===== config.mk =====
export PLATFORM = sky130hd
export DESIGN_NAME = ex_muldiv_unit
export DESIGN_NICKNAME = d
export VERILOG_FILES = /design/src/rtl/ex_md_pkg.sv /design/src/rtl/md_div_step.sv /design/src/rtl/ex_muldiv_unit.sv
export SDC_FILE = /design/constraint.sdc
export NUM_CORES = 1
export LEC_CHECK = 0
export ABC_AREA = 1
export CELL_PAD_IN_SITES_DETAIL_PLACEMENT = 2
export CELL_PAD_IN_SITES_GLOBAL_PLACEMENT = 2
export CORE_ASPECT_RATIO = 2
export CORE_UTILIZATION = 29
export DETAILED_ROUTE_END_ITERATION = 7
export GPL_TIMING_DRIVEN = 0
export PLACE_DENSITY = 0.78
export SLEW_MARGIN = 15
export SYNTH_ARGS = -nofsm -noshare
export SYNTH_HDL_FRONTEND = slang
export SYNTH_SLANG_ARGS = --single-unit

===== constraint.sdc =====
create_clock -name clk -period 2.3 [get_ports clk]
set_clock_uncertainty 0.05 [all_clocks]
set_input_delay 0.46 -clock clk [delete_from_list [all_inputs] [get_ports clk]]
set_output_delay 0.46 -clock clk [all_outputs]
set_load 0.1 [all_outputs]

===== src/rtl/ex_md_pkg.sv =====
// ex_md_pkg: shared encodings and helpers for the RV32M multiply/divide unit.
package ex_md_pkg;

   // md_op_i values, identical to the RV32M funct3 field
   localparam logic [2:0] MD_MUL    = 3'd0;
   localparam logic [2:0] MD_MULH   = 3'd1;
   localparam logic [2:0] MD_MULHSU = 3'd2;
   localparam logic [2:0] MD_MULHU  = 3'd3;
   localparam logic [2:0] MD_DIV    = 3'd4;
   localparam logic [2:0] MD_DIVU   = 3'd5;
   localparam logic [2:0] MD_REM    = 3'd6;
   localparam logic [2:0] MD_REMU   = 3'd7;

   // FSM state encodings
   localparam logic [2:0] ST_IDLE = 3'd0;
   localparam logic [2:0] ST_MUL  = 3'd1;
   localparam logic [2:0] ST_DIV  = 3'd2;
   localparam logic [2:0] ST_FIX  = 3'd3;
   localparam logic [2:0] ST_DONE = 3'd4;

   // Divide/remainder ops occupy the upper half of the encoding space
   function automatic logic is_div(input logic [2:0] op);
      return op[2];
   endfunction

   // rs1 is interpreted as two's complement
   function automatic logic is_signed_a(input logic [2:0] op);
      return (op == MD_MUL) || (op == MD_MULH) || (op == MD_MULHSU) ||
             (op == MD_DIV) || (op == MD_REM);
   endfunction

   // rs2 is interpreted as two's complement (MULHSU keeps rs2 unsigned)
   function automatic logic is_signed_b(input logic [2:0] op);
      return (op == MD_MUL) || (op == MD_MULH) ||
             (op == MD_DIV) || (op == MD_REM);
   endfunction

endpackage


===== src/rtl/md_div_step.sv =====
// md_div_step: one restoring-divide iteration on unsigned magnitudes.
module md_div_step #(
   parameter int unsigned XLEN = 32
) (
   input  logic [XLEN-1:0] rem_i,
   input  logic            bit_i,
   input  logic [XLEN-1:0] divisor_i,
   output logic [XLEN-1:0] rem_o,
   output logic            q_bit_o
);

   logic [XLEN:0]   shifted_c;
   logic [XLEN+1:0] diff_c;

   // Shift in the next dividend bit, trial-subtract, restore on borrow
   always_comb begin
      shifted_c = {rem_i, bit_i};
      diff_c    = {1'b0, shifted_c} - {2'b00, divisor_i};
      q_bit_o   = ~diff_c[XLEN+1];
      rem_o     = q_bit_o ? diff_c[XLEN-1:0] : shifted_c[XLEN-1:0];
   end

endmodule


===== src/rtl/ex_muldiv_unit.sv =====
// ex_muldiv_unit: iterative RV32M multiply/divide unit sitting beside EX.
// Optional build macro EX_MD_EARLY_OUT_EN: trivial operands (divisor 0 or 1,
// multiply operand 0) bypass iteration and finish two cycles after start.
module ex_muldiv_unit
   import ex_md_pkg::*;
#(
   parameter int unsigned XLEN     = 32,
   parameter int unsigned MUL_BITS = 1,
   parameter int unsigned CNT_W    = $clog2(XLEN) + 1
) (
   input  logic            clk,
   input  logic            rst,
   input  logic            start_i,
   input  logic [2:0]      md_op_i,
   input  logic [XLEN-1:0] r1_data_i,
   input  logic [XLEN-1:0] r2_data_i,
   input  logic            w_enable_i,
   input  logic [4:0]      w_addr_i,
   input  logic            flush_i,
   output logic            stall_req_o,
   output logic            valid_o,
   output logic            w_enable_o,
   output logic [4:0]      w_addr_o,
   output logic [XLEN-1:0] w_data_o
);

   localparam int unsigned MUL_ITERS = XLEN / MUL_BITS;
   localparam int unsigned DIV_ITERS = XLEN;
   localparam int unsigned SUM_W     = XLEN + MUL_BITS;

   logic [2:0]      state_q, state_d;
   logic [CNT_W-1:0] cnt_q;
   logic [2:0]      op_q;
   logic [XLEN-1:0] a_abs_q, b_abs_q;
   logic            neg_a_q, neg_b_q, div0_q, w_en_q;
   logic [4:0]      w_addr_q;
   logic [XLEN-1:0] acc_hi_q, acc_lo_q;

   logic            a_neg_c, b_neg_c, trivial_c, issue_c;
   logic [XLEN-1:0] a_abs_c, b_abs_c;
   logic [MUL_BITS-1:0] digit_c;
   logic [SUM_W-1:0]    mul_sum_c;
   logic [2*XLEN+MUL_BITS-1:0] mul_cat_c;
   logic [XLEN-1:0] div_rem_c;
   logic            div_qbit_c;
   logic [2*XLEN-1:0] prod_c, prod_s_c;
   logic [XLEN-1:0] quot_c, remd_c, result_c;

   // Operand decode: magnitudes, signs and early-out detection
   always_comb begin
      a_neg_c = is_signed_a(md_op_i) & r1_data_i[XLEN-1];
      b_neg_c = is_signed_b(md_op_i) & r2_data_i[XLEN-1];
      a_abs_c = a_neg_c ? -r1_data_i : r1_data_i;
      b_abs_c = b_neg_c ? -r2_data_i : r2_data_i;
      issue_c = start_i & ~flush_i;
`ifdef EX_MD_EARLY_OUT_EN
      if (is_div(md_op_i)) begin
         trivial_c = (r2_data_i == '0) || (r2_data_i == XLEN'(1));
      end else begin
         trivial_c = (r1_data_i == '0) || (r2_data_i == '0);
      end
`else
      trivial_c = 1'b0;
`endif
   end

   // Multiply step: add multiplicand times low digit, shift accumulator right
   always_comb begin
      digit_c   = acc_lo_q[MUL_BITS-1:0];
      mul_sum_c = SUM_W'(acc_hi_q) + SUM_W'(a_abs_q) * SUM_W'(digit_c);
      mul_cat_c = {mul_sum_c, acc_lo_q};
   end

   md_div_step #(
      .XLEN(XLEN)
   ) u_div_step (
      .rem_i    (acc_hi_q),
      .bit_i    (acc_lo_q[XLEN-1]),
      .divisor_i(b_abs_q),
      .rem_o    (div_rem_c),
      .q_bit_o  (div_qbit_c)
   );

   // Sign correction and result selection used in FIX
   always_comb begin
      prod_c   = {acc_hi_q, acc_lo_q};
      prod_s_c = (neg_a_q ^ neg_b_q) ? -prod_c : prod_c;
      if (div0_q) begin
         quot_c = '1;
         remd_c = neg_a_q ? -a_abs_q : a_abs_q;
      end else begin
         quot_c = (neg_a_q ^ neg_b_q) ? -acc_lo_q : acc_lo_q;
         remd_c = neg_a_q ? -acc_hi_q : acc_hi_q;
      end
      case (op_q)
         MD_MUL:                      result_c = prod_s_c[XLEN-1:0];
         MD_MULH, MD_MULHSU, MD_MULHU: result_c = prod_s_c[2*XLEN-1:XLEN];
         MD_DIV, MD_DIVU:             result_c = quot_c;
         default:                     result_c = remd_c;
      endcase
   end

   // State register
   always_ff @(posedge clk) begin
      if (rst) state_q <= ST_IDLE;
      else     state_q <= state_d;
   end

   // Next-state logic and pipeline stall request
   always_comb begin
      state_d     = state_q;
      stall_req_o = 1'b0;
      case (state_q)
         ST_IDLE: begin
            stall_req_o = issue_c;
            if (issue_c) begin
               if (trivial_c)              state_d = ST_FIX;
               else if (is_div(md_op_i))   state_d = ST_DIV;
               else                        state_d = ST_MUL;
            end
         end
         ST_MUL: begin
            stall_req_o = 1'b1;
            if (cnt_q == CNT_W'(MUL_ITERS - 1)) state_d = ST_FIX;
         end
         ST_DIV: begin
            stall_req_o = 1'b1;
            if (cnt_q == CNT_W'(DIV_ITERS - 1)) state_d = ST_FIX;
         end
         ST_FIX: begin
            stall_req_o = 1'b1;
            state_d     = ST_DONE;
         end
         ST_DONE: state_d = ST_IDLE;
         default: state_d = ST_IDLE;
      endcase
      if (flush_i) state_d = ST_IDLE;
   end

   // Operand latch, iteration datapath and registered write-back outputs
   always_ff @(posedge clk) begin
      if (rst) begin
         cnt_q      <= '0;
         op_q       <= MD_MUL;
         a_abs_q    <= '0;
         b_abs_q    <= '0;
         neg_a_q    <= 1'b0;
         neg_b_q    <= 1'b0;
         div0_q     <= 1'b0;
         w_en_q     <= 1'b0;
         w_addr_q   <= '0;
         acc_hi_q   <= '0;
         acc_lo_q   <= '0;
         valid_o    <= 1'b0;
         w_enable_o <= 1'b0;
         w_addr_o   <= '0;
         w_data_o   <= '0;
      end else begin
         valid_o <= 1'b0;
         case (state_q)
            ST_IDLE: begin
               if (issue_c) begin
                  cnt_q    <= '0;
                  op_q     <= md_op_i;
                  a_abs_q  <= a_abs_c;
                  b_abs_q  <= b_abs_c;
                  neg_a_q  <= a_neg_c;
                  neg_b_q  <= b_neg_c;
                  div0_q   <= is_div(md_op_i) && (r2_data_i == '0);
                  w_en_q   <= w_enable_i && (w_addr_i != 5'd0);
                  w_addr_q <= (w_enable_i && (w_addr_i != 5'd0)) ? w_addr_i : 5'd0;
                  acc_hi_q <= '0;
                  // Divide shifts the dividend out of acc_lo; multiply shifts rs2 out
                  if (is_div(md_op_i)) acc_lo_q <= a_abs_c;
                  else if (trivial_c)  acc_lo_q <= '0;
                  else                 acc_lo_q <= b_abs_c;
               end
            end
            ST_MUL: begin
               acc_hi_q <= mul_cat_c[2*XLEN+MUL_BITS-1 -: XLEN];
               acc_lo_q <= mul_cat_c[XLEN+MUL_BITS-1 -: XLEN];
               cnt_q    <= cnt_q + CNT_W'(1);
            end
            ST_DIV: begin
               acc_hi_q <= div_rem_c;
               acc_lo_q <= {acc_lo_q[XLEN-2:0], div_qbit_c};
               cnt_q    <= cnt_q + CNT_W'(1);
            end
            ST_FIX: begin
               if (!flush_i) begin
                  valid_o    <= 1'b1;
                  w_enable_o <= w_en_q;
                  w_addr_o   <= w_addr_q;
                  w_data_o   <= result_c;
               end
            end
            default: ;
         endcase
      end
   end

endmodule

==> results of run 1 <==
[cell families after synthesis]
family                   count (synthesis)
XOR/XNOR                                71
flip-flops                             188
adder cells (fa/ha/maj)                 72
buffers and inverters                  648
AO/OA/AOI/OAI                          655
AND/OR/NAND/NOR                       1859
[metal layers]
metal	track usage, %	GRT overflow
met1	57.2	2
met2	82.2	112
met3	32.2	5
met4	59.4	111
met5	8.22	1
[metrics by stage]
step	setup TNS [ns]	setup WS [ns]	hold slack, ns	area, sq um	std cells
3_3_place_gp	-158.60	-2.07	0.404	21500	4485
3_5_place_dp	-164.98	-2.12	0.416	21500	4485
2_1_floorplan	0	0.00787	0.393	19200	3493
4_1_cts	-5.11	-0.268	0.379	25200	4619
[repair_timing]
item / in CTS
endpoints found under the setup margin: 220
resized for setup: 702
setup buffers: 100
pin swaps: 84
hold buffers: 0
cloned: 2
==> flow_summary.json, run 1 <==
{
  "port_buffers": 115,
  "synth_fp_nets": 3642,
  "grt-ovfl-total": 231,
  "post-synth-top-count-cell": "nand2_1",
  "clock-sinks": 188,
  "die_w_microns": 184,
  "grt_usage_pct": 58.0,
  "numCtsBuffers": 17,
  "die_y_microns": 366,
  "synthDistinctLibCells": 48,
  "worst_endpoint": "acc_hi_q[14]$_SDFFE_PP0P_/D",
  "htreeDepth": 4,
  "async_flop_share_pct": 0,
  "yosysTopAreaCell": "dfxtp_1",
  "stop_stage": "5_1_grt",
  "synthDominantCellAreaShare_pct": 19.6,
  "start_util_pct": 29.3,
  "synthSimpleGateAreaFrac_pct": 40.5,
  "yosys_warnings": 0,
  "ys_seq_elements": 188,
  "synth-xor-area-share_pct": 3.24,
  "status": "did not finish",
  "synth_fa_ha_area_share_pct": 4.77,
  "avgSynthCellArea_sq_um": 5.49,
  "root_buffer": "clkbuf_16",
  "rows": 133,
  "synth_area_leaders": "dfxtp_1 (20%), nand2_1 (19%), inv_1 (10%)",
  "firstError": "[ERROR GRT-0232] Routing congestion too high. Check the congestion heatmap in the GUI.",
  "synth_top_family_by_area": "simple AND/OR/NAND/NOR gates",
  "yosysSeqAreaShare_pct": 19.6,
  "synth_top_flop_cell": "dfxtp_1",
  "synth_area_sq_um": 19200,
  "synth_common_cells": "nand2_1 (984), inv_1 (520), nor2_1 (377)",
  "grt_max_degree": 21,
  "muxShareOfSynthArea_pct": 0,
  "pin_count": 117,
  "worstEpCategory": "register data pin",
  "synth_edf_count": 0,
  "dpl.hpwl_microns": 107000,
  "clk_path_buf_depth": 2,
  "syn_inst": 3493,
  "place.gp.congestion": 1.05,
  "synth_compound_area_share_pct": 18.8
}
==> inputs of run 2 (changes only) <==
--- a/config.mk
+++ b/config.mk
@@ -6,13 +6,10 @@
 export NUM_CORES = 1
 export LEC_CHECK = 0
 export ABC_AREA = 1
-export CELL_PAD_IN_SITES_DETAIL_PLACEMENT = 2
-export CELL_PAD_IN_SITES_GLOBAL_PLACEMENT = 2
-export CORE_ASPECT_RATIO = 2
-export CORE_UTILIZATION = 29
+export CORE_UTILIZATION = 25
 export DETAILED_ROUTE_END_ITERATION = 7
 export GPL_TIMING_DRIVEN = 0
-export PLACE_DENSITY = 0.78
+export PLACE_DENSITY_LB_ADDON = 0.15
 export SLEW_MARGIN = 15
 export SYNTH_ARGS = -nofsm -noshare
 export SYNTH_HDL_FRONTEND = slang
==> constraint.sdc (replaced) <==
create_clock -name clk -period 2.99 [get_ports clk]
set_clock_uncertainty 0.05 [all_clocks]
set_input_delay 0.598 -clock clk [delete_from_list [all_inputs] [get_ports clk]]
set_output_delay 0.598 -clock clk [all_outputs]
set_load 0.1 [all_outputs]
==> run 2 against run 1 <==
Compared with the run above: the flow now finishes, with violations (setup timing); synthesized cell count is the same; synthesized area is the same.
==> flow_summary.json, run 2 <==
{
  "path_class": "reg -> reg",
  "syn_to_final_growth_pct": 18.0,
  "synthDominantCellAreaShare_pct": 19.6,
  "worstSetupStartpointType": "flop",
  "reg2reg_from": "neg_a_q$_SDFFE_PP0P_",
  "synth-xor-area-share_pct": 3.24,
  "hold_depth": 2,
  "crit_slowest_cell": "o21ai_0",
  "core_area_sq_um": 75900,
  "post-synth-top-count-cell": "nand2_1",
  "rows": 101,
  "yosys_warnings": 0,
  "worstReg2RegEnd": "w_data_o[28]$_SDFFE_PP0P_",
  "hold_ws_ns": 0.419,
  "synthDistinctLibCells": 48,
  "clk_path_buf_depth": 2,
  "pin_count": 117,
  "clock.fmax_mhz": 334,
  "place.gp.congestion": 1.01,
  "fin_nets": 3781,
  "crit_family": "compound AO/OA/AOI/OAI gates",
  "cp.required_ns": 3.38,
  "grt_pass1_wl_microns": 155000,
  "violations": "setup timing",
  "ys_seq_elements": 188,
  "synth_top_flop_cell": "dfxtp_1",
  "critPathMaxStageDelay_ns": 0.84,
  "antenna_cells": 0,
  "hold_start": "w_addr_q[1]$_SDFFE_PP0P_",
  "grt_usage_pct": 27.9,
  "synthSimpleGateAreaFrac_pct": 40.5,
  "drive_gt1_share_pct": 5.21,
  "critical_path_buf_inv_count": 4,
  "root_buffer": "clkbuf_16",
  "synth_fp_nets": 3642,
  "relSlewSlack_pct": 11.7,
  "vias": 23700,
  "drt-initial-drc-count": 2400,
  "cp_max_fo": 10,
  "cts.clk_slew.worst_paths_ns": 0.08,
  "post-place-ws_ns": -2.14,
  "syn_inst": 3493,
  "vias_per_cell": 5.07,
  "post-route-util_pct": 29.8,
  "die_area_sq_um": 77800,
  "muxShareOfSynthArea_pct": 0,
  "synth_area_sq_um": 19200,
  "leakagePower_uw": 0.0112,
  "final_max_slew_viol_count": 0,
  "clock_latency_ns": 0.52,
  "post-route-drc-count": 0,
  "whs_endpoint": "w_addr_q[1]$_SDFFE_PP0P_",
  "die_w_microns": 279,
  "synth_edf_count": 0,
  "synth_top_family_by_area": "simple AND/OR/NAND/NOR gates",
  "status": "finished with violations",
  "synth_compound_area_share_pct": 18.8,
  "layout_setup_ws_ns": -0.00309,
  "antenna_found_initial": 8,
  "synth_fa_ha_area_share_pct": 4.77,
  "r2r_slack_ns": -0.003,
  "period_share_pct": 100,
  "ant_nets": 0,
  "yosysSeqAreaShare_pct": 19.6,
  "dr.pass1.iters": 6,
  "grt_pass1_vias": 22000,
  "path_cells": "buf_2 > inv_2 > nand2_1 > nand2_1 > inv_2 > buf_2 > o21ai_4 > o21ai_0 > nand3_1 > a21oi_1",
  "worst_pin_slew_ns": 1.32,
  "grt-ovfl-total": 0,
  "wl_per_cell_microns": 23.7,
  "total_power_uw": 11200,
  "avgSynthCellArea_sq_um": 5.49,
  "port_buffers": 115,
  "worstPathArrival_ns": 3.38,
  "synth_area_leaders": "dfxtp_1 (20%), nand2_1 (19%), inv_1 (10%)",
  "numCtsBuffers": 17,
  "async_flop_share_pct": 0,
  "synth_common_cells": "nand2_1 (984), inv_1 (520), nor2_1 (377)",
  "cap_violations": 0,
  "grt_max_degree": 22,
  "rsz0062_at_grt": "true",
  "finalCriticalPeriod_ns": 2.99,
  "r2r_cells": 10,
  "final_common_cell": "nand2_1",
  "layout_common_cells": "nand2_1 (973), inv_1 (517), nand3_1 (374), nor2_1 (374), a21oi_1 (286)",
  "fillers": 8875,
  "setup_viol": 1,
  "peakVddDrop_v": 0.000495,
  "finalWirelength_microns": 111000,
  "clock-sinks": 188,
  "dpl.hpwl_microns": 93800,
  "htreeDepth": 4,
  "hold_viol": 0,
  "end_kind": "flop",
  "p_per_area_nw_per_um2": 494,
  "yosysTopAreaCell": "dfxtp_1",
  "cts_tree": "built",
  "hp-class": "reg -> reg",
  "start_util_pct": 25.3,
  "die_y_microns": 279
}
[run 2: final cells by class]
| class | count | area (sq um) | area share, % |
|---|---|---|---|
| tap | 1030 | 1290 | 5.69 |
| inverter | 529 | 2000 | 8.82 |
| clock buffer | 17 | 425 | 1.88 |
| multi-input combinational | 2657 | 13200 | 58.2 |
| timing repair buffer | 122 | 1220 | 5.38 |
| sequential | 188 | 3780 | 16.7 |
| buffer | 117 | 543 | 2.40 |
| clock inverter | 15 | 220 | 0.972 |
[run 2: what timing repair did]
item	4_1_cts	5_1_grt
pin swaps	1	3
gates resized for setup	37	57
endpoints found under the setup margin	85	53
hold buffers	0	0
buffers inserted	3	4
[run 2: report_power, final]
part	leakage (uW)	internal (uW)	switching [uW]
Clock	0.000310	1230	1350
Sequential	0.00154	2690	370
Combinational	0.00938	1590	3960
Total	0.0112	5500	5680
[run 2: worst reg2reg max path: stages, from the launching register on]
cell,delay [ns]
dfxtp_1,0.31
buf_2,0.29
inv_2,0.23
nand2_1,0.12
nand2_1,0.08
inv_2,0.08
buf_2,0.34
o21ai_4,0.22
o21ai_0,0.85
nand3_1,0.20
a21oi_1,0.17
[run 2: kinds of logic after synthesis]
| logic type | Yosys count |
|---|---|
| and+or+nand+nor | 1859 |
| AOI/OAI and AO/OA | 655 |
| buffers and inverters | 648 |
| DFF | 188 |
| adders and majority gates | 72 |
| xor gates and xnor gates | 71 |
[run 2: routing by layer]
metal | up-vias | GRT usage, % | wire, microns
li1 | 11600 | - | -
met1 | 11100 | 37.5 | 50000
met2 | 868 | 43.1 | 47700
met3 | 163 | 5.05 | 7490
met4 | 2 | 12.6 | 5330
met5 | - | 0 | 11
[run 2: worst max path at each step]
| stage | startpoint | slack (ns) | depth (start not counted) | end |
|---|---|---|---|---|
| final | neg_a_q$_SDFFE_PP0P_ | -0.003 | 10 | w_data_o[28]$_SDFFE_PP0P_ |
| after global routing | acc_lo_q[0]$_SDFFE_PP0P_ | -0.04 | 16 | acc_hi_q[25]$_SDFFE_PP0P_ |
| after CTS | state_q[0]$_SDFFE_PP0P_ | -0.03 | 7 | stall_req_o |
| after detailed placement | flush_i | -2.14 | 9 | stall_req_o |
| after global placement | flush_i | -2.18 | 9 | stall_req_o |
| after floorplan | flush_i | 0.20 | 7 | stall_req_o |
[run 2: stage by stage]
stage / cell area [sq um] / std cells / TNS [ns]
floorplan: 19200 / 3493 / 0
global placement: 21600 / 4638 / -72.46
detailed placement: 21600 / 4638 / -70.44
CTS: 22400 / 4672 / -0.0265
global route: 22600 / 4675 / -0.0401
finish: 22600 / 4675 / -0.00309
Note: power is estimated with default switching activity, not from simulation.
==> inputs of run 3 (changes only) <==
--- a/config.mk
+++ b/config.mk
@@ -10,7 +10,7 @@
 export DETAILED_ROUTE_END_ITERATION = 7
 export GPL_TIMING_DRIVEN = 0
 export PLACE_DENSITY_LB_ADDON = 0.15
-export SLEW_MARGIN = 15
+export SLEW_MARGIN = 25
 export SYNTH_ARGS = -nofsm -noshare
 export SYNTH_HDL_FRONTEND = slang
 export SYNTH_SLANG_ARGS = --single-unit
==> run 3 against run 2 <==
Compared with the run above: the run now ends clean; non-clock buffer count decreased by 2; first-iteration DRC count increased by 2.4%; register-to-register slack improved by 0.04 ns; combinational power about the same; clock power decreased by 4%; critical path type unchanged; cell count about the same; largest cell class unchanged.
==> flow_summary.json, run 3 (synthesis results as in run 2) <==
{
  "status": "finished, final reports clean",
  "antenna_found_initial": 5,
  "cts.clk_slew.worst_paths_ns": 0.09,
  "worstReg2RegEnd": "w_data_o[14]$_SDFFE_PP0P_",
  "critical_path_buf_inv_count": 5,
  "wl_per_cell_microns": 23.6,
  "root_buffer": "clkbuf_16",
  "clock-sinks": 188,
  "place.gp.congestion": 1.01,
  "finalWirelength_microns": 110000,
  "grt_pass1_wl_microns": 155000,
  "hold_start": "w_addr_q[0]$_SDFFE_PP0P_",
  "r2r_slack_ns": 0.03,
  "clock_latency_ns": 0.53,
  "start_util_pct": 25.3,
  "stdcell_area_sq_um": 22500,
  "crit_family": "buffers and inverters",
  "drive_gt1_share_pct": 5.24,
  "vias_per_cell": 5.09,
  "peakVddDrop_v": 0.000466,
  "grt_usage_pct": 27.9,
  "cp.required_ns": 3.32,
  "period_share_pct": 98.8,
  "setup_viol": 0,
  "p_per_area_nw_per_um2": 490,
  "ant_nets": 0,
  "end_kind": "flop",
  "path_class": "reg -> reg",
  "dr.pass1.iters": 6,
  "reg2reg_from": "neg_a_q$_SDFFE_PP0P_",
  "die_area_sq_um": 77800,
  "final_common_cell": "nand2_1",
  "fin_nets": 3779,
  "clk_path_buf_depth": 2,
  "pin_count": 117,
  "rows": 101,
  "fillers": 8885,
  "die_y_microns": 279,
  "path_cells": "buf_2 > inv_2 > nand2_1 > nand2_1 > inv_2 > buf_2 > buf_4 > nand2_1 > nand3_1 > nand3_1 > o211ai_1 > a21oi_1",
  "relSlewSlack_pct": 31.5,
  "crit_slowest_cell": "nand3_1",
  "layout_common_cells": "nand2_1 (971), inv_1 (517), nor2_1 (374), nand3_1 (374), a21oi_1 (287)",
  "grt_max_degree": 22,
  "die_w_microns": 279,
  "htreeDepth": 4,
  "place_area_sq_um": 21600,
  "clock.fmax_mhz": 338,
  "final_max_slew_viol_count": 0,
  "grt-ovfl-total": 0,
  "post-route-drc-count": 0,
  "hp-class": "reg -> reg",
  "hold_ws_ns": 0.421,
  "vias": 23800,
  "cp_max_fo": 10,
  "core_area_sq_um": 75900,
  "hold_depth": 2,
  "hold_viol": 0,
  "dpl.hpwl_microns": 93800,
  "critPathMaxStageDelay_ns": 0.33,
  "leakagePower_uw": 0.0112,
  "syn_to_final_growth_pct": 17.5,
  "drt-initial-drc-count": 2458,
  "port_buffers": 115,
  "worstPathArrival_ns": 3.29,
  "r2r_cells": 12,
  "worstSetupStartpointType": "flop",
  "cap_violations": 0,
  "cp_common_cell": "nand2_1",
  "worst_pin_slew_ns": 1.02,
  "finalCriticalPeriod_ns": 2.96,
  "grt_pass1_vias": 22000,
  "numCtsBuffers": 17,
  "cts_tree": "built",
  "antenna_cells": 0,
  "whs_endpoint": "w_addr_q[0]$_SDFFE_PP0P_",
  "post-route-util_pct": 29.7
}
==> run 3: cell types whose count changed in the layout (fill, tap and decap cells not counted), sizes merged <==
| cell | before | now |
|---|---|---|
| inv | 531 | 532 |
| clkinvlp | 3 | 4 |
| clkinv | 9 | 8 |
| bufinv | 1 | 0 |
| clkbuf | 83 | 81 |
==> run 3: layout make-up <==
class                   count  area, sq um  area share [%]
well taps                1030         1290            5.72
clock inverters            15          189           0.838
plain buffers             117          541            2.40
inverters                 529         2000            8.86
flip-flops and latches    188         3780            16.8
clock buffers              17          425            1.89
repair buffers            120         1190            5.28
multi-input cells        2657        13100            58.3
==> run 3: worst min-delay path, stage by stage, from the launching register on <==
cell and delay, ns:
dfxtp_1 0.32, nand2_1 0.06, a21oi_1 0.06
==> run 3: how the worst max path moves through the flow <==
stage,slack [ns],cells past startpoint,to,startpoint
after floorplan,0.20,7,stall_req_o,flush_i
after global placement,-2.18,9,stall_req_o,flush_i
after detailed placement,-2.12,9,stall_req_o,flush_i
after CTS,-0.009,7,stall_req_o,state_q[0]$_SDFFE_PP0P_
after global routing,-0.006,21,acc_hi_q[27]$_SDFFE_PP0P_,acc_lo_q[0]$_SDFFE_PP0P_
final,0.03,12,w_data_o[14]$_SDFFE_PP0P_,neg_a_q$_SDFFE_PP0P_
==> run 3: per-stage QoR <==
| step | worst slack (ns) | total power [uW] | setup TNS [ns] | std cells |
|---|---|---|---|---|
| 4_1_cts | -0.00899 | 10900 | -0.00899 | 4671 |
| 5_1_grt | -0.00619 | 11700 | -0.00619 | 4673 |
| 3_5_place_dp | -2.12 | 8390 | -68.91 | 4638 |
| 6_report | 0.0346 | 11100 | 0 | 4673 |
| 3_3_place_gp | -2.18 | 8420 | -72.46 | 4638 |
| 2_1_floorplan | 0.202 | 6310 | 0 | 3493 |
==> run 3: power by group <==
part	switching, uW	internal, uW
sequential	366	2690
clock	1340	1140
combinational	3950	1570
total	5650	5400
==> run 3: layer usage <==
layer,vias to the layer above,routed length [microns],GRT usage (%)
li1,11600,-,-
met1,11200,50100,38.1
met5,-,0,0
met2,851,48000,43.0
met4,0,4910,12.5
met3,145,7240,4.07
==> run 3: timing repair <==
item | CTS | global route
pin swaps | 0 | 2
setup buffers | 2 | 3
endpoints found under the setup margin | 85 | 58
hold buffers | 0 | 0
gates resized for setup | 39 | 53
==> inputs of run 4 (changes only) <==
--- a/config.mk
+++ b/config.mk
@@ -9,7 +9,7 @@
 export CORE_UTILIZATION = 25
 export DETAILED_ROUTE_END_ITERATION = 7
 export GPL_TIMING_DRIVEN = 0
-export PLACE_DENSITY_LB_ADDON = 0.15
+export PLACE_DENSITY = 0.47
 export SLEW_MARGIN = 25
 export SYNTH_ARGS = -nofsm -noshare
 export SYNTH_HDL_FRONTEND = slang
==> run 4 against run 3 <==
Compared with the run above: the flow now finishes with violations (setup timing); routed wire length decreased by 1.4%; critical path type is now in -> reg; first-iteration DRC count increased by 2.6%; largest power group unchanged; sequential share of layout area about the same; critical endpoint is now acc_lo_q[12]$_SDFFE_PP0P_.
==> flow_summary.json, run 4 (synthesis results as in run 2) <==
{
  "fin_nets": 3782,
  "cts_tree": "built",
  "die_area_sq_um": 77800,
  "violations": "setup timing",
  "grt_pass1_wl_microns": 153000,
  "rsz0062_at_grt": "true",
  "clock_latency_ns": 0.52,
  "worstReg2RegEnd": "w_data_o[29]$_SDFFE_PP0P_",
  "core_area_sq_um": 75900,
  "leakagePower_uw": 0.0112,
  "end_kind": "flop",
  "vias": 24000,
  "final_common_cell": "nand2_1",
  "die_y_microns": 279,
  "r2r_slack_ns": 0.03,
  "htreeDepth": 4,
  "drive_gt1_share_pct": 5.18,
  "antenna_found_initial": 7,
  "stdcell_area_sq_um": 22600,
  "drt-initial-drc-count": 2523,
  "grt_max_degree": 21,
  "pwr-share-comb_pct": 50.0,
  "grt_usage_pct": 27.5,
  "clkPwrFrac_pct": 22.2,
  "syn_to_final_growth_pct": 17.7,
  "place_area_sq_um": 21600,
  "status": "finished with violations",
  "port_buffers": 115,
  "dpl.cell_count": 4638,
  "root_buffer": "clkbuf_16",
  "cp_max_fo": 6,
  "grt-ovfl-total": 0,
  "p_per_area_nw_per_um2": 486,
  "p_seq_share_pct": 27.8,
  "peakVddDrop_v": 0.000520,
  "worstSetupStartpointType": "input port",
  "layout_common_cells": "nand2_1 (975), inv_1 (517), nand3_1 (374), nor2_1 (373), a21oi_1 (288)",
  "vias_per_cell": 5.13,
  "dr.pass1.iters": 6,
  "post-route-drc-count": 0,
  "worst_pin_slew_ns": 1.21,
  "ant_nets": 0,
  "layout_setup_ws_ns": -0.0279,
  "wl_per_cell_microns": 23.2,
  "stdcell_count": 4678,
  "startpoint": "r1_data_i[0]",
  "setup_viol": 1,
  "cp.required_ns": 3.40,
  "cts.clk_slew.worst_paths_ns": 0.08,
  "cap_violations": 0,
  "final_max_slew_viol_count": 0,
  "start_util_pct": 25.3,
  "relSlewSlack_pct": 19.0,
  "hold_viol": 0,
  "dpl.hpwl_microns": 92100,
  "power.switching_uw": 5590,
  "pin_count": 117,
  "clock.fmax_mhz": 331,
  "finalCriticalPeriod_ns": 3.02,
  "swShare_pct": 50.9,
  "hp-class": "reg -> reg",
  "finalWirelength_microns": 109000,
  "die_w_microns": 279,
  "p_int_uw": 5390,
  "reg2reg_from": "div0_q$_SDFFE_PP0P_",
  "worstPathArrival_ns": 3.43,
  "grt_pass1_vias": 22000,
  "period_share_pct": 101,
  "numCtsBuffers": 17,
  "clk_path_buf_depth": 2,
  "crit_end": "acc_lo_q[12]$_SDFFE_PP0P_",
  "clock-sinks": 188,
  "path_class": "in -> reg",
  "rows": 101,
  "r2r_cells": 8,
  "place.gp.congestion": 1.02
}
run 4: layer usage:
metal | part of all wire, % | GRT usage, %
met5 | 0 | 0
met4 | 4.8 | 12.7
met3 | 6.8 | 3.63
met2 | 43 | 42.7
met1 | 45 | 37.4
run 4: power groups by stage:
stage / sequential [uW] / combinational, uW / clock [uW]
6_report: 3050 / 5490 / 2440
5_1_grt: 3060 / 5980 / 2570
4_1_cts: 3040 / 5300 / 2480
3_5_place_dp: 3100 / 5260 / 0
3_3_place_gp: 3100 / 5270 / 0
2_1_floorplan: 2910 / 3400 / 0
run 4: critical path, cell delays in order:
cell	delay (ns)
clkdlybuf4s50_1	0.56
inv_1	0.18
ha_1	0.19
nand3_1	0.10
nor2_1	0.21
nand3_1	0.14
nand2_1	0.23
xor2_1	0.55
nand2_1	0.33
nand3_1	0.17
o211ai_1	0.09
inv_1	0.08
run 4: stage by stage:
step / worst slack (ns) / util, % / setup TNS [ns] / hold slack, ns / power (uW)
global route: -0.0226 / 29.7 / -0.0226 / 0.451 / 11600
floorplan: 0.202 / - / 0 / 0.393 / 6310
detailed placement: -2.06 / 28.5 / -66.60 / 0.410 / 8350
global placement: -2.13 / 28.5 / -67.77 / 0.408 / 8370
CTS: -0.0236 / 29.5 / -0.0236 / 0.424 / 10800
finish: -0.0279 / 29.7 / -0.0279 / 0.420 / 11000
run 4: how the worst min path moves through the flow:
stage,startpoint,end,slack (ns),depth (start not counted)
after CTS,w_data_o[0]$_SDFFE_PP0P_,w_data_o[0]$_SDFFE_PP0P_,0.42,2
after detailed placement,w_data_o[0]$_SDFFE_PP0P_,w_data_o[0]$_SDFFE_PP0P_,0.41,2
after global routing,w_data_o[16]$_SDFFE_PP0P_,w_data_o[16]$_SDFFE_PP0P_,0.45,2
final,w_data_o[0]$_SDFFE_PP0P_,w_data_o[0]$_SDFFE_PP0P_,0.42,2
after global placement,w_addr_q[3]$_SDFFE_PP0P_,w_addr_q[3]$_SDFFE_PP0P_,0.41,2
after floorplan,b_abs_q[31]$_SDFFE_PP0P_,b_abs_q[31]$_SDFFE_PP0P_,0.39,2
run 4: area by class of cell:
class | instances | area, sq um
sequential | 188 | 3780
clock inverter | 15 | 179
clock buffer | 17 | 425
tap | 1030 | 1290
antenna | 2 | 5.00
timing repair buffer | 122 | 1200
inverter | 529 | 2000
fill | 8844 | 53400
buffer | 118 | 543
multi-input combinational | 2657 | 13200
run 4: timing repair:
item / CTS / global route
pin swaps: 0 / 2
setup endpoints to repair: 79 / 66
hold buffers: 0 / 0
setup buffers: 2 / 5
resized for setup: 37 / 53
